## src/rtl/alu_issue_stage.sv

```systemverilog
// ============================================================================
// Module   : alu_issue_stage
// Purpose  : Issue stage ahead of the 32-bit ALU. It buffers decoded ops in a
//            FIFO, registers the ALU operands and controls, and stretches MUL
//            ops over a multicycle window.
// Options  : ALU_ISSUE_ERRCNT_EN enables the saturating illegal-op counter.
// Revision : 1.0 - initial release
// ============================================================================
`default_nettype none

module alu_issue_stage #(
  parameter int DEPTH      = 2,
  parameter int MUL_CYCLES = 2
) (
  input  logic                     clk,
  input  logic                     rst,
  input  logic                     in_valid,
  output logic                     in_ready,
  input  logic [2:0]               in_op,
  input  logic [1:0]               in_cmp_sel,
  input  logic [31:0]              in_a,
  input  logic [31:0]              in_b,
  output logic [31:0]              alu_a,
  output logic [31:0]              alu_b,
  output logic                     alu_isSub,
  output logic [1:0]               alu_ctrl,
  output logic [1:0]               alu_cmp_ctrl,
  output logic                     out_valid,
  input  logic                     out_ready,
  output logic [$clog2(DEPTH):0]   fifo_count,
  output logic                     illegal_op,
  output logic [7:0]               illegal_cnt
);

  localparam int c_AW         = $clog2(DEPTH);
  localparam int c_CW         = c_AW + 1;
  localparam int c_HW         = (MUL_CYCLES > 2) ? $clog2(MUL_CYCLES - 1) : 1;
  localparam int c_MUL_LOAD_I = (MUL_CYCLES > 1) ? (MUL_CYCLES - 2) : 0;
  localparam logic [c_HW-1:0] c_MUL_LOAD = c_HW'(c_MUL_LOAD_I);
  localparam bit c_MUL_HOLD   = (MUL_CYCLES > 1);
  localparam logic [c_CW-1:0] c_FULL = c_CW'(DEPTH);

  localparam logic [2:0] c_OP_PASS = 3'b000;
  localparam logic [2:0] c_OP_CMP  = 3'b001;
  localparam logic [2:0] c_OP_ADD  = 3'b010;
  localparam logic [2:0] c_OP_SUB  = 3'b011;
  localparam logic [2:0] c_OP_MUL  = 3'b100;

  typedef enum logic [1:0] {
    S_EMPTY = 2'd0,
    S_HOLD  = 2'd1,
    S_VALID = 2'd2
  } state_t;

  state_t r_state, w_state_nxt;

  logic [2:0]      r_op_mem  [DEPTH];
  logic [1:0]      r_sel_mem [DEPTH];
  logic [31:0]     r_a_mem   [DEPTH];
  logic [31:0]     r_b_mem   [DEPTH];
  logic [c_AW-1:0] r_wr_ptr, r_rd_ptr;
  logic [c_CW-1:0] r_count;
  logic [c_HW-1:0] r_hold_cnt, w_hold_cnt_nxt;
  logic            r_illegal_op;

  logic       w_accept, w_illegal, w_push, w_load, w_nempty;
  logic [2:0] w_head_op;
  logic [1:0] w_dec_ctrl, w_dec_cmp;
  logic       w_dec_sub;

  // Full-check uses only the registered count, so a same-cycle pop never opens in_ready.
  assign in_ready   = (r_count != c_FULL);
  assign w_accept   = in_valid && in_ready;
  assign w_illegal  = w_accept && (in_op > c_OP_MUL);
  assign w_push     = w_accept && !w_illegal;
  assign w_nempty   = (r_count != '0);
  assign w_head_op  = r_op_mem[r_rd_ptr];
  assign fifo_count = r_count;
  assign out_valid  = (r_state == S_VALID);
  assign illegal_op = r_illegal_op;

  always_ff @(posedge clk) begin
    if (w_push) begin
      r_op_mem[r_wr_ptr]  <= in_op;
      r_sel_mem[r_wr_ptr] <= in_cmp_sel;
      r_a_mem[r_wr_ptr]   <= in_a;
      r_b_mem[r_wr_ptr]   <= in_b;
    end
  end

  always_ff @(posedge clk or posedge rst) begin
    if (rst) begin
      r_wr_ptr     <= '0;
      r_rd_ptr     <= '0;
      r_count      <= '0;
      r_illegal_op <= 1'b0;
    end else begin
      r_illegal_op <= w_illegal;
      if (w_push) r_wr_ptr <= r_wr_ptr + 1'b1;
      if (w_load) r_rd_ptr <= r_rd_ptr + 1'b1;
      case ({w_push, w_load})
        2'b10:   r_count <= r_count + 1'b1;
        2'b01:   r_count <= r_count - 1'b1;
        default: r_count <= r_count;
      endcase
    end
  end

  always_comb begin
    w_dec_ctrl = 2'b00;
    w_dec_sub  = 1'b0;
    w_dec_cmp  = 2'b00;
    case (w_head_op)
      c_OP_CMP: begin
        w_dec_ctrl = 2'b01;
        w_dec_cmp  = r_sel_mem[r_rd_ptr];
      end
      c_OP_ADD: w_dec_ctrl = 2'b10;
      c_OP_SUB: begin
        w_dec_ctrl = 2'b10;
        w_dec_sub  = 1'b1;
      end
      c_OP_MUL: w_dec_ctrl = 2'b11;
      default:  w_dec_ctrl = 2'b00;
    endcase
  end

  always_ff @(posedge clk or posedge rst) begin
    if (rst) begin
      r_state    <= S_EMPTY;
      r_hold_cnt <= '0;
    end else begin
      r_state    <= w_state_nxt;
      r_hold_cnt <= w_hold_cnt_nxt;
    end
  end

  always_comb begin
    w_state_nxt    = r_state;
    w_hold_cnt_nxt = r_hold_cnt;
    w_load         = 1'b0;
    case (r_state)
      S_EMPTY: w_load = w_nempty;
      S_HOLD: begin
        if (r_hold_cnt == '0) w_state_nxt = S_VALID;
        else                  w_hold_cnt_nxt = r_hold_cnt - 1'b1;
      end
      S_VALID: begin
        if (out_ready) begin
          if (w_nempty) w_load = 1'b1;
          else          w_state_nxt = S_EMPTY;
        end
      end
      default: w_state_nxt = S_EMPTY;
    endcase
    if (w_load) begin
      if (c_MUL_HOLD && (w_head_op == c_OP_MUL)) begin
        w_state_nxt    = S_HOLD;
        w_hold_cnt_nxt = c_MUL_LOAD;
      end else begin
        w_state_nxt = S_VALID;
      end
    end
  end

  // Operands and controls change only on a load; they keep their last values in EMPTY.
  always_ff @(posedge clk or posedge rst) begin
    if (rst) begin
      alu_a        <= '0;
      alu_b        <= '0;
      alu_isSub    <= 1'b0;
      alu_ctrl     <= 2'b00;
      alu_cmp_ctrl <= 2'b00;
    end else if (w_load) begin
      alu_a        <= r_a_mem[r_rd_ptr];
      alu_b        <= r_b_mem[r_rd_ptr];
      alu_isSub    <= w_dec_sub;
      alu_ctrl     <= w_dec_ctrl;
      alu_cmp_ctrl <= w_dec_cmp;
    end
  end

`ifdef ALU_ISSUE_ERRCNT_EN
  logic [7:0] r_illegal_cnt;

  always_ff @(posedge clk or posedge rst) begin
    if (rst)                                  r_illegal_cnt <= '0;
    else if (w_illegal && (r_illegal_cnt != 8'hFF)) r_illegal_cnt <= r_illegal_cnt + 1'b1;
  end

  assign illegal_cnt = r_illegal_cnt;
`else
  assign illegal_cnt = 8'd0;
`endif

endmodule

`default_nettype wire

```

## config.mk

```make
export PLATFORM = sky130hd
export DESIGN_NAME = alu_issue_stage
export DESIGN_NICKNAME = d
export VERILOG_FILES = /design/src/rtl/alu_issue_stage.sv
export SDC_FILE = /design/constraint.sdc
export NUM_CORES = 1
export LEC_CHECK = 0
export CAP_MARGIN = 20
export CORE_MARGIN = 2
export CORE_UTILIZATION = 42
export DETAILED_ROUTE_END_ITERATION = 6
export PLACE_DENSITY_LB_ADDON = 0.25
export SETUP_SLACK_MARGIN = 0.3
export SYNTH_ARGS = -nofsm -noshare
export SYNTH_HDL_FRONTEND = slang
export SYNTH_SLANG_ARGS = --single-unit
```

## constraint.sdc

```tcl
create_clock -name clk -period 4.5 [get_ports clk]
set_clock_uncertainty 0.2 [all_clocks]
set_input_delay 0.9 -clock clk [delete_from_list [all_inputs] [get_ports clk]]
set_output_delay 0.9 -clock clk [all_outputs]
set_load 0.02 [all_outputs]
```

==> summary.txt, run 1 <==
=========================================================================================
Run status                                                                   finished clean
Number of flip-flops and latches in the synthesized netlist                           215
Leftover overflow at the end of global routing                                          0
Post-Synthesis Cells                                                                  490
Port buffer count                                                                     146
Max-slew violations                                                                     0
Relative slew margins                                                              0.5060
Critical Path End Type                                                           register
Critical path fanouts, max                                                             56
Cell-by-cell listing of the critical path                                    clkdlybuf4s50_1 > o21ai_0 > nand3_1 > nor2_4 > buf_12
Bufs and invs on worst path                                                             2
Clock tree from TritonCTS                                                             yes
Endpoint required time on the critical path                                       4450 ps
Netlist area before placement                                                    7823 µm²
Total number of nets in the final design                                              718
Worst hold stages                                                                       2
Max_cap viols                                                                           0
Least-Margin Pin Slew                                                            741.0 ps
Fraction of the yosys area taken by sequential cells                               0.7761
EDFF count, synth                                                                     138
Cell family with most CP delay                                               simple AND/OR/NAND/NOR gates
Syn avg cell area                                                               15.96 µm²
Vert. Die Dim                                                                    140.5 µm
Final-report hold violation count                                                       0
1st-pass router iterations                                                              6
Clock slew seen by the registers of the worst setup and hold paths                  60 ps
Wire length of the first global-routing pass                                    23,320 µm
Arrival time at the worst endpoint                                                2850 ps
Filler Cells Inserted                                                               1,430
Min cycle time layout                                                             2898 ps
Routed wire per std cell                                                         16.60 µm
# clock sinks                                                                         215
Routed wire length                                                              14,770 µm
Initial core utilization                                                           0.4311
Stages on the worst setup path                                                          5
Initial antenna violation count                                                         0
Core Box Area                                                                  18,150 µm²
Slowest stage cell, crit path                                                      nor2_4
Area of the multi-input gates                                                    1582 µm²
Proportion of register bits with asynchronous set or reset after synthesis         0.3581
Reg2Reg Depth                                                                           4
Largest voltage drop on the vdd net                                             0.3921 mV
Leading cell type in the layout, fill and taps excluded                      clkdlybuf4s50_1
Dominant register cell in the synthesized netlist                                edfxtp_1
Pin count of the biggest net entering global routing                                   77
Starting DRT DRC Count                                                                207
Detailed placer's ending HPWL                                                     9614 µm
X dimension of the die                                                           140.5 µm
WS Path Type                                                                 input pin to register
Yosys warnings                                                                          0
Final GP Congestion                                                                0.7687
Most used cells in the layout excluding fill and tap cells                   clkdlybuf4s50_1, edfxtp_1, dfrtp_1, nand2_1, mux2i_1
Max H-tree Level                                                                        1
Insertion delay to the later sink of the worst-skew pair                           490 ps
Via count of the routed design                                                      4,317
Worst Setup Start Kind                                                          input pin
Power per cell area                                                          706.5 nW/µm²
Portion of the clock cycle consumed by the worst path in the final layout          0.6439
Library cells used by synthesis                                                        34
Standard-cell rows                                                                     49
Signed area change from the synthesized netlist to the final layout                31.08%
Area of all sequential standard cells                                            6075 µm²
Global-route total usage across every layer                                        0.1501
Average vias per placed instance                                                    4.851
Total I/O pin count                                                                   155
Leakage                                                                          3.940 nW
Number of global-route vias before repair                                           4,547
Highest clock frequency the design can meet                                    0.3451 GHz
Hold-fix buffers, CTS                                                                   0
Share of layout cells above drive strength 1                                      0.08321
Area of the die                                                                19,730 µm²
Setup repair after global routing missed its margin                                    no
Cell Count Post-Placement                                                             848
Startpoint of the most critical hold path                                    alu_b[20]$_DFFE_PP0P_
CTS Buf Count                                                                          23
Post-route antenna net violation count                                                  0
Worst flop-to-flop path startpoint                                           fifo_count[0]$_DFFE_PP0P_
Clk root buf                                                                    clkbuf_16
Worst Setup SP                                                                   in_op[0]
Worst min-delay path category                                                register to register
Cells resized by post-CTS repair                                                        0
Largest stage delay on the critical path                                           480 ps
DRC Markers                                                                             0
Number of buffers inserted to repair setup after CTS                                    0
Total chip power                                                                 7.244 mW
Total setup violations reported at the end of the flow                                  0
Antenna diodes                                                                          0
Clock tree buffer depth                                                                 3
Fin cells                                                                             890
=========================================================================================
==> cell type report <==
cell class / instances / area share
flip-flops and latches: 215 / 0.5924
multi-input cells: 247 / 0.1542
repair buffers: 153 / 0.1501
clock buffers: 29 / 0.06223
well taps: 229 / 0.02794
clock inverters: 13 / 0.01135
inverters: 4 / 0.001708
==> sequential cells by signal, summed over array words and instances, names as in the netlist, 2 cells and up <==
name,flops
fifo_count,2
alu_b,32
alu_cmp_ctrl,2
r_a_mem,64
r_sel_mem,4
r_b_mem,64
r_state,2
alu_ctrl,2
alu_a,32
r_op_mem,6
==> synthesized netlist by cell type (all sizes together), types with 2 or more instances <==
library cell  instances  area [µm²]
edfxtp              138        4144
dfrtp                77        1927
nand2                69       259.0
mux2i                66       660.6
o21ai                65       325.3
buf                  25       170.2
nor2                  9       36.29
clkbuf                6       25.02
xnor2                 5       43.79
a31oi                 3       18.77
inv                   3       11.26
mux2                  3       37.53
nand2b                3       18.77
a22o                  2       17.52
nor2b                 2       12.51
o31ai                 2       25.02
==> power breakdown <==
group          internal (mW)  switching [mW]
combinational           1.08            1.32
clock                   1.12           0.712
sequential              2.68           0.337
==> logic make-up (layout without fill, tap and decap cells) <==
logic type / after synthesis / count (layout) / synth area share
XOR/XNOR: 6 / 6 / 0.006718
flip-flops: 215 / 215 / 0.7761
buffers and inverters: 35 / 199 / 0.02703
AND/OR/NAND/NOR: 88 / 88 / 0.04671
AO/OA/AOI/OAI: 75 / 75 / 0.05214
adder cells (fa/ha/maj): 1 / 1 / 0.001599
other: 1 / 8 / 0.0004794
multiplexers: 69 / 69 / 0.08925
==> tightest hold or removal path, delay by kind of cell, from the launching register on <==
family	cells	cell delay, ps
AOI/OAI and AO/OA	1	60
and+or+nand+nor	1	40
DFF	1	340
==> final timing paths <==
path / endpoint / slack, ps
worst max-delay path: r_op_mem[0][1]$_DFFE_PP_ / 1600
worst min-delay path: alu_b[20]$_DFFE_PP0P_ / 280
max in group asynchronous: alu_ctrl[1]$_DFFE_PP0P_ / 2830
worst min register to register: alu_b[20]$_DFFE_PP0P_ / 280
worst max register to register: r_op_mem[0][1]$_DFFE_PP_ / 2120
min in group asynchronous: alu_b[16]$_DFFE_PP0P_ / 490
==> stage by stage <==
step                      TNS [ps]  area (µm²)  hold WS [ps]  worst slack [ps]  utilization
after global placement           0        9499         259.9              1191       0.5234
after global routing             0       10250         295.7              1472       0.5650
after floorplan             -53580        7849         268.1            -388.3            -
after CTS                        0       10250         283.7              1580       0.5650
final                            0       10250         275.3              1602       0.5650
after detailed placement         0        9499         270.9              1075       0.5234
==> per-layer routing <==
metal / track usage / wire (µm) / vias up
met5: 0 / 0 / -
met4: 0.04421 / 272 / 0
met3: 0.03350 / 753 / 24
met2: 0.2807 / 7920 / 112
met1: 0.1720 / 5826 / 2108
li1: - / - / 2073
(Power assumes the default switching activity.)
==> inputs of run 2 (changes only) <==
clock period = 2.6 ns   (was 4.5 ns; I/O delays follow)
==> run 2 against run 1 <==
  * Routed wire length decreased by 0.26%
  * Cell count increased by 0.11%
  * Critical path depth decreased by 4
  * Setup slack got worse by 1200 ps
  * Die area unchanged
  * Count of clock-buffer cells in the layout increased by 1
  * Global-route usage about the same
  * Final area increased by 0.76%
  * Flip-flop and latch count unchanged
  * Critical path type is now register to output port
==> summary.txt, run 2 (same netlist as run 1, synthesis figures left out) <==
========================================================================================
Run status                                                                  finished clean
Worst min-delay path category                                               input pin to async pin
Largest voltage drop on the vdd net                                            0.7617 mV   +94%
Vert. Die Dim                                                                   140.5 µm   unchanged
Routed wire per std cell                                                        16.54 µm   -0.37%
Most used cells in the layout excluding fill and tap cells                  clkdlybuf4s50_1, edfxtp_1, dfrtp_1, nand2_1, mux2i_1
Signed area change from the synthesized netlist to the final layout               32.07%
Critical path fanouts, max                                                             2   -96%
Biggest regs                                                                r_a_mem (64), r_b_mem (64)
Share of layout cells above drive strength 1                                     0.08912   +0.005917
Bufs and invs on worst path                                                            1   -1
Setup repair after global routing missed its margin                                   no
Fin cells                                                                            891   +0.11%
Total setup violations reported at the end of the flow                                 0   unchanged
Highest clock frequency the design can meet                                   0.4463 GHz
Endpoint required time on the critical path                                      1880 ps   -2570 ps
Leftover overflow at the end of global routing                                         0   unchanged
Port buffer count                                                                    146   unchanged
Relative contribution of combinational cells to total power                        0.344   +0.013
Average vias per placed instance                                                   4.888   +0.77%
1st-pass router iterations                                                             4   -2
Clock tree buffer depth                                                                3   unchanged
Starting DRT DRC Count                                                               235   +14%
TNS Setup                                                                           0 ps   unchanged
Wire length of the first global-routing pass                                   23,450 µm   +0.53%
WS Path Type                                                                register to output port
Least-Margin Pin Slew                                                           730.7 ps   -10.27 ps
Critical Path End Type                                                       output port
Number of global-route vias before repair                                          4,555   +0.18%
Initial antenna violation count                                                        0   unchanged
Cell-by-cell listing of the critical path                                   clkdlybuf4s50_1
Insertion delay to the later sink of the worst-skew pair                          500 ps   about the same
Final-report hold violation count                                                      0   unchanged
Final GP Congestion                                                               0.7441   -3.2%
Portion of the clock cycle consumed by the worst path in the final layout         0.8617
Power per cell area                                                          1210 nW/µm²   +71%
Clock slew seen by the registers of the worst setup and hold paths                 60 ps   about the same
Clock share of power                                                               0.242   -0.010
Initial core utilization                                                          0.4311   unchanged
Leakage                                                                         3.969 nW   +0.74%
Switching part of the total                                                       0.3303   +0.003131
Leading cell type in the layout, fill and taps excluded                     clkdlybuf4s50_1
Post-route antenna net violation count                                                 0   unchanged
CTS Buf Count                                                                         22   -4.3%
Cell family with most CP delay                                              buffers and inverters
Total number of nets in the final design                                             720   +0.28%
Detailed placer's ending HPWL                                                    9700 µm   +0.90%
Clk root buf                                                                   clkbuf_16
Antenna diodes                                                                         0   unchanged
# clock sinks                                                                        215   unchanged
Min cycle time layout                                                            2241 ps
Psw                                                                             4.130 mW   +74%
Relative slew margins                                                             0.5129   +0.006849
Largest stage delay on the critical path                                          650 ps   +170 ps
Total I/O pin count                                                                  155   unchanged
Slowest stage cell, crit path                                               clkdlybuf4s50_1
Routed wire length                                                             14,740 µm   -0.26%
Cell Count Post-Placement                                                            851   +0.35%
Area of all sequential standard cells                                           6077 µm²   about the same
DRC Markers                                                                            0   unchanged
Standard-cell rows                                                                    49   unchanged
Internal power of the cells                                                     8.375 mW   +72%
Area of the multi-input gates                                                   1613 µm²   +2.0%
Area of the die                                                               19,730 µm²   unchanged
Worst Setup Start Kind                                                          register
Max-slew violations                                                                    0   unchanged
Share of power burned in registers                                                 0.413   -0.004
Clock tree from TritonCTS                                                            yes
Arrival time at the worst endpoint                                               1520 ps   -1330 ps
X dimension of the die                                                          140.5 µm   unchanged
Filler Cells Inserted                                                              1,443   +0.91%
Core Box Area                                                                 18,150 µm²   unchanged
Max H-tree Level                                                                       1   unchanged
Global-route total usage across every layer                                       0.1496   -0.0004170
Max_cap viols                                                                          0   unchanged
Pin count of the biggest net entering global routing                                  67   -13%
Via count of the routed design                                                     4,355   +0.88%
========================================================================================
==> run 2: cell types whose count changed in the layout (fill, tap and decap cells not counted), sizes merged <==
cell           delta
buf               +3
dlygate4sd2       +2
clkdlybuf4s50     -4
clkinv            -4
clkbuf            +1
dlymetal6s2s      +2
clkinvlp          +1
==> run 2: path summary, 6_finish.rpt <==
kind,startpoint,endpoint,slack (ps),depth (start not counted)
setup / recovery,alu_a[9]$_DFFE_PP0P_,alu_a[9],360,1
hold / removal,rst,alu_a[25]$_DFFE_PP0P_,260,3
setup reg to reg,r_rd_ptr$_DFFE_PP0P_,alu_b[0]$_DFFE_PP0P_,570,3
hold reg to reg,alu_b[4]$_DFFE_PP0P_,alu_b[4]$_DFFE_PP0P_,270,2
max in group asynchronous,rst,fifo_count[1]$_DFFE_PP0P_,1630,3
min in group clk,alu_b[4]$_DFFE_PP0P_,alu_b[4]$_DFFE_PP0P_,270,2
==> run 2: what timing repair did <==
item | CTS | global route
buffers inserted | 0 | 0
setup endpoints to repair | 2 | 2
resized for setup | 2 | 2
hold buffers | 0 | 0
==> run 2: layout make-up <==
| type | instances | area share |
|---|---|---|
| Sequential cell | 215 | 0.5882 |
| Timing Repair Buffer | 156 | 0.1574 |
| Multi-Input combinational cell | 247 | 0.1561 |
| Clock buffer | 30 | 0.05716 |
| Tap cell | 229 | 0.02773 |
| Clock inverter | 10 | 0.01138 |
| Inverter | 4 | 0.001938 |
==> run 2: power groups by stage <==
| stage | combinational (mW) | sequential [mW] | clock, mW |
|---|---|---|---|
| finish | 4.31 | 5.17 | 3.03 |
| global placement | 4.28 | 5.21 | 0 |
| CTS | 4.40 | 5.19 | 3.12 |
| global route | 4.69 | 5.28 | 3.27 |
| floorplan | 2.04 | 5.75 | 0 |
| detailed placement | 4.40 | 5.25 | 0 |
==> run 2: per-layer routing <==
layer	GRT usage	vias to the layer above	part of all wire
met2	0.2743	107	0.53
met5	0	-	0
met4	0.04737	0	0.022
met1	0.1835	2139	0.41
met3	0.02120	29	0.039
li1	-	2080	-
==> run 2: stage by stage <==
| step | util | setup slack, ps | cell area [µm²] | hold WS [ps] | total power, mW |
|---|---|---|---|---|---|
| 2_1_floorplan | - | 124.5 | 7901 | 290.7 | 7.786 |
| 3_3_place_gp | 0.5301 | 171.2 | 9620 | 260.6 | 9.489 |
| 3_5_place_dp | 0.5301 | 103.5 | 9620 | 268.8 | 9.650 |
| 4_1_cts | 0.5690 | 302.2 | 10330 | 268.7 | 12.71 |
| 5_1_grt | 0.5693 | 325.3 | 10330 | 276.7 | 13.24 |
| 6_report | 0.5693 | 359.5 | 10330 | 262.5 | 12.51 |
==> RTL edit 1 (flow settings as in run 1) <==
The 3 states of `state_t` get a one-hot encoding in 3 bits.
--- a/src/rtl/alu_issue_stage.sv
+++ b/src/rtl/alu_issue_stage.sv
@@ -46,10 +46,10 @@
   localparam logic [2:0] c_OP_SUB  = 3'b011;
   localparam logic [2:0] c_OP_MUL  = 3'b100;
 
-  typedef enum logic [1:0] {
-    S_EMPTY = 2'd0,
-    S_HOLD  = 2'd1,
-    S_VALID = 2'd2
+  typedef enum logic [2:0] {
+    S_EMPTY = 3'b001,
+    S_HOLD  = 3'b010,
+    S_VALID = 3'b100
   } state_t;
 
   state_t r_state, w_state_nxt;
Check against the original RTL: same outputs for any inputs over 4 cycles, from zero or initial values and one cycle with rst high; so few cycles prove little.
==> RTL edit 1 against run 1 <==
- sequential share of layout area is 0.16 points higher
- first-iteration DRC count down 29%
- synthesized cell count up 3.1%
- area after synthesis rose by 0.96%
- power hardly changed
- clock power is 6% lower
- setup slack worse by 0.020 ns
- sequential cell count increased by 1
- wire length increased by 1.9%
- final area increased by 0.16%
- critical endpoint is now out_valid
- largest cell class unchanged
- largest power group unchanged
==> RTL edit 1: results <==
[worst_setup_path]
cp.arrival_ns = 1.82
critPathMaxStageDelay_ns = 0.63
rr_startpoint = r_state[0]
critPathMaxFanout = 8
r2r_end = alu_a[16]
rrSetupSlack_ns = 2.01

[pwr]
irDropWorstVdd_uv = 348

[placed_design]
gp_congestion = 0.769
pre_cts_ws_ns = 1.22

[min_path]
holdPathStages = 2
worstHoldEndpoint = alu_a[5]
min_from = alu_a[5]

[synthesis]
synth.cells.most_frequent = edfxtp_1 (138), dfrtp_1 (77), nand2_1 (74)
yosysSeqAreaShare = 0.772
synth.distinct_cells = 31
postSynth.asyncResetShare = 0.361
ys_top_cells_by_area = edfxtp_1 (52%), dfrtp_1 (24%), mux2i_1 (8.9%)

[status]
status = finished clean

[routing]
avgViaCountPerCell = 4.81
drt_iter0_markers = 146
wl_um = 15000

[cells_and_area]
drive_above_1_share = 0.0725

[sta]
fin_crit_sh = 0.648
relSlewSlack = 0.542
finalHoldWorstSlack_ns = 0.280

[global_route]
track_usage = 0.153
grt_pass1_vias = 4636
grt_pass1_wl_um = 23900
## RTL edit 1: worst max-delay path: cells and delay by family, from the launching register on
family / cells / cell delay [ns]
DFF: 1 / 0.48
buffers and inverters: 1 / 0.63
and+or+nand+nor: 1 / 0.22
## RTL edit 1: per-layer routing
metal	vias up	part of all wire	track usage
met1	2122	0.39	0.180
met5	-	0	0
met4	0	0.024	0.0579
met2	110	0.53	0.275
li1	2119	-	-
met3	24	0.053	0.0333
## RTL edit 1: report_power, final
| part | switching, mW | internal [mW] |
|---|---|---|
| clock network | 0.715 | 1.00 |
| logic | 1.39 | 1.09 |
| registers | 0.338 | 2.70 |
| total | 2.44 | 4.80 |
## RTL edit 1: how the worst max path moves through the flow
stage / startpoint / endpoint
after floorplan: in_op[0] / r_a_mem[0][0]
after global placement: out_ready / alu_a[14]
after detailed placement: out_ready / alu_a[16]
after CTS: r_state[2] / out_valid
after global routing: r_state[2] / out_valid
final: r_state[2] / out_valid
## RTL edit 1: through the flow
step | std cells | cell area, um2
detailed placement | 868 | 9560
CTS | 909 | 10200
global route | 910 | 10300
global placement | 868 | 9560
floorplan | 512 | 7920
finish | 910 | 10300
## RTL edit 1: logic make-up after synthesis
kind of cell / synth area share
flops: 0.772
simple gates: 0.0529
compound gates: 0.0504
mux: 0.0887
buf+inv: 0.0284
xor+xnor: 0.00554
fa+ha+maj: 0.00158
other cells: 0.000475
## RTL edit 1: layout make-up
type | instances | share of cell area
sequential | 216 | 0.594
multi-input combinational | 259 | 0.158
timing repair buffer | 155 | 0.150
clock buffer | 30 | 0.0586
tap | 234 | 0.0285
clock inverter | 11 | 0.00841
inverter | 5 | 0.00195
==> RTL edit 2 (flow settings as in run 1) <==
Without the edit above. `DEPTH`: 2 -> 4.
--- a/src/rtl/alu_issue_stage.sv
+++ b/src/rtl/alu_issue_stage.sv
@@ -9,7 +9,7 @@
 `default_nettype none
 
 module alu_issue_stage #(
-  parameter int DEPTH      = 2,
+  parameter int DEPTH      = 4,
   parameter int MUL_CYCLES = 2
 ) (
   input  logic                     clk,
Ports: changed (resized fifo_count); port bits go from 155 to 156. No check against the original RTL was run, so the function may have changed too.
==> RTL edit 2 against run 1 <==
- area after synthesis grew 69%
- wire length increased by 71%
- non-clock buffer count is 4 higher
- critical endpoint is now in_ready
- combinational power is 50% higher
- sequential cell count grew 141
- maximum frequency shrank 7.5%
- setup slack got worse by 0.24 ns
- power increased by 58%
- first-iteration DRC count increased by 83%
- final area grew 61%
- global-route usage rose by 0.71 points
==> RTL edit 2: results <==
[cts]
htree_levels = 2
clkLatencyLatePin_ns = 0.53

[synthesis]
synth.distinct_cells = 38
syn_inst = 582
yosysSeqAreaShare = 0.777
postSynth.asyncResetShare = 0.225
synth.cells.most_frequent = edfxtp_1 (276), dfrtp_1 (80), mux4_2 (69)
ys_top_cells_by_area = edfxtp_1 (63%), dfrtp_1 (15%), mux4_2 (12%)
synth-edff-count = 276

[placed_design]
gp_congestion = 0.743
portBuffers = 147

[routing]
wl_um = 25300
drt_iter0_markers = 379
avgViaCountPerCell = 5.24

[worst_setup_path]
rr_startpoint = r_rd_ptr[0]
critPathMaxStageDelay_ns = 0.56
crit_slowest_cell = clkdlybuf4s50_1
crit_start = fifo_count[0]

[min_path]
min_from = alu_b[2]

[status]
status = finished clean

[pwr]
irDropWorstVdd_uv = 360
comb_power_share = 0.315

[cells_and_area]
reg_top3 = r_a_mem x128, r_b_mem x128
drive_above_1_share = 0.278

[global_route]
grt_pass1_vias = 6857
## RTL edit 2: cell types whose count changed in the layout (fill, tap and decap cells not counted), sizes merged, moves of 7 or more
cell and change:
mux2 +64, mux4 +69, nand2 -67, clkbuf +21, o21ai -63, mux2i -66
edfxtp +138, nor2 -7
## RTL edit 2: metal layers
metal  global-route usage  up-vias
met4               0.0429        0
met5                    0        -
met2                0.253      180
met1                0.213     3313
met3               0.0431       36
li1                     -     2692
## RTL edit 2: final cells by class
| cell class | count | share of cell area |
|---|---|---|
| sequential | 356 | 0.625 |
| inverter | 8 | 0.00205 |
| timing repair buffer | 157 | 0.0989 |
| antenna | 1 | 0.000152 |
| clock buffer | 50 | 0.0635 |
| clock inverter | 20 | 0.0126 |
| multi-input combinational | 193 | 0.167 |
| tap | 402 | 0.0305 |
## RTL edit 2: cell families (layout without fill, tap and decap cells)
logic type / Yosys count / after routing / share of synthesized area
flops: 356 / 356 / 0.777
mux: 136 / 136 / 0.174
buf+inv: 40 / 235 / 0.0182
simple gates: 26 / 26 / 0.0139
compound gates: 10 / 10 / 0.00520
xor+xnor: 7 / 7 / 0.00463
fa+ha+maj: 6 / 6 / 0.00624
other cells: 1 / 9 / 0.000283
## RTL edit 2: worst max-delay path, delay by kind of cell, from the launching register on
family	cells	cell delay (ns)
simple gates	1	0.52
flops	1	0.45
buf+inv	1	0.56
## RTL edit 2: final timing paths
check / end / slack [ns] / depth (start not counted)
worst max-delay path: in_ready / 1.37 / 2
worst min-delay path: alu_b[2] / 0.30 / 1
worst max register to register: alu_b[2] / 1.86 / 3
worst min register to register: alu_b[2] / 0.30 / 1
max in group asynchronous: alu_a[18] / 2.80 / 4
min in group asynchronous: r_hold_cnt / 0.49 / 2
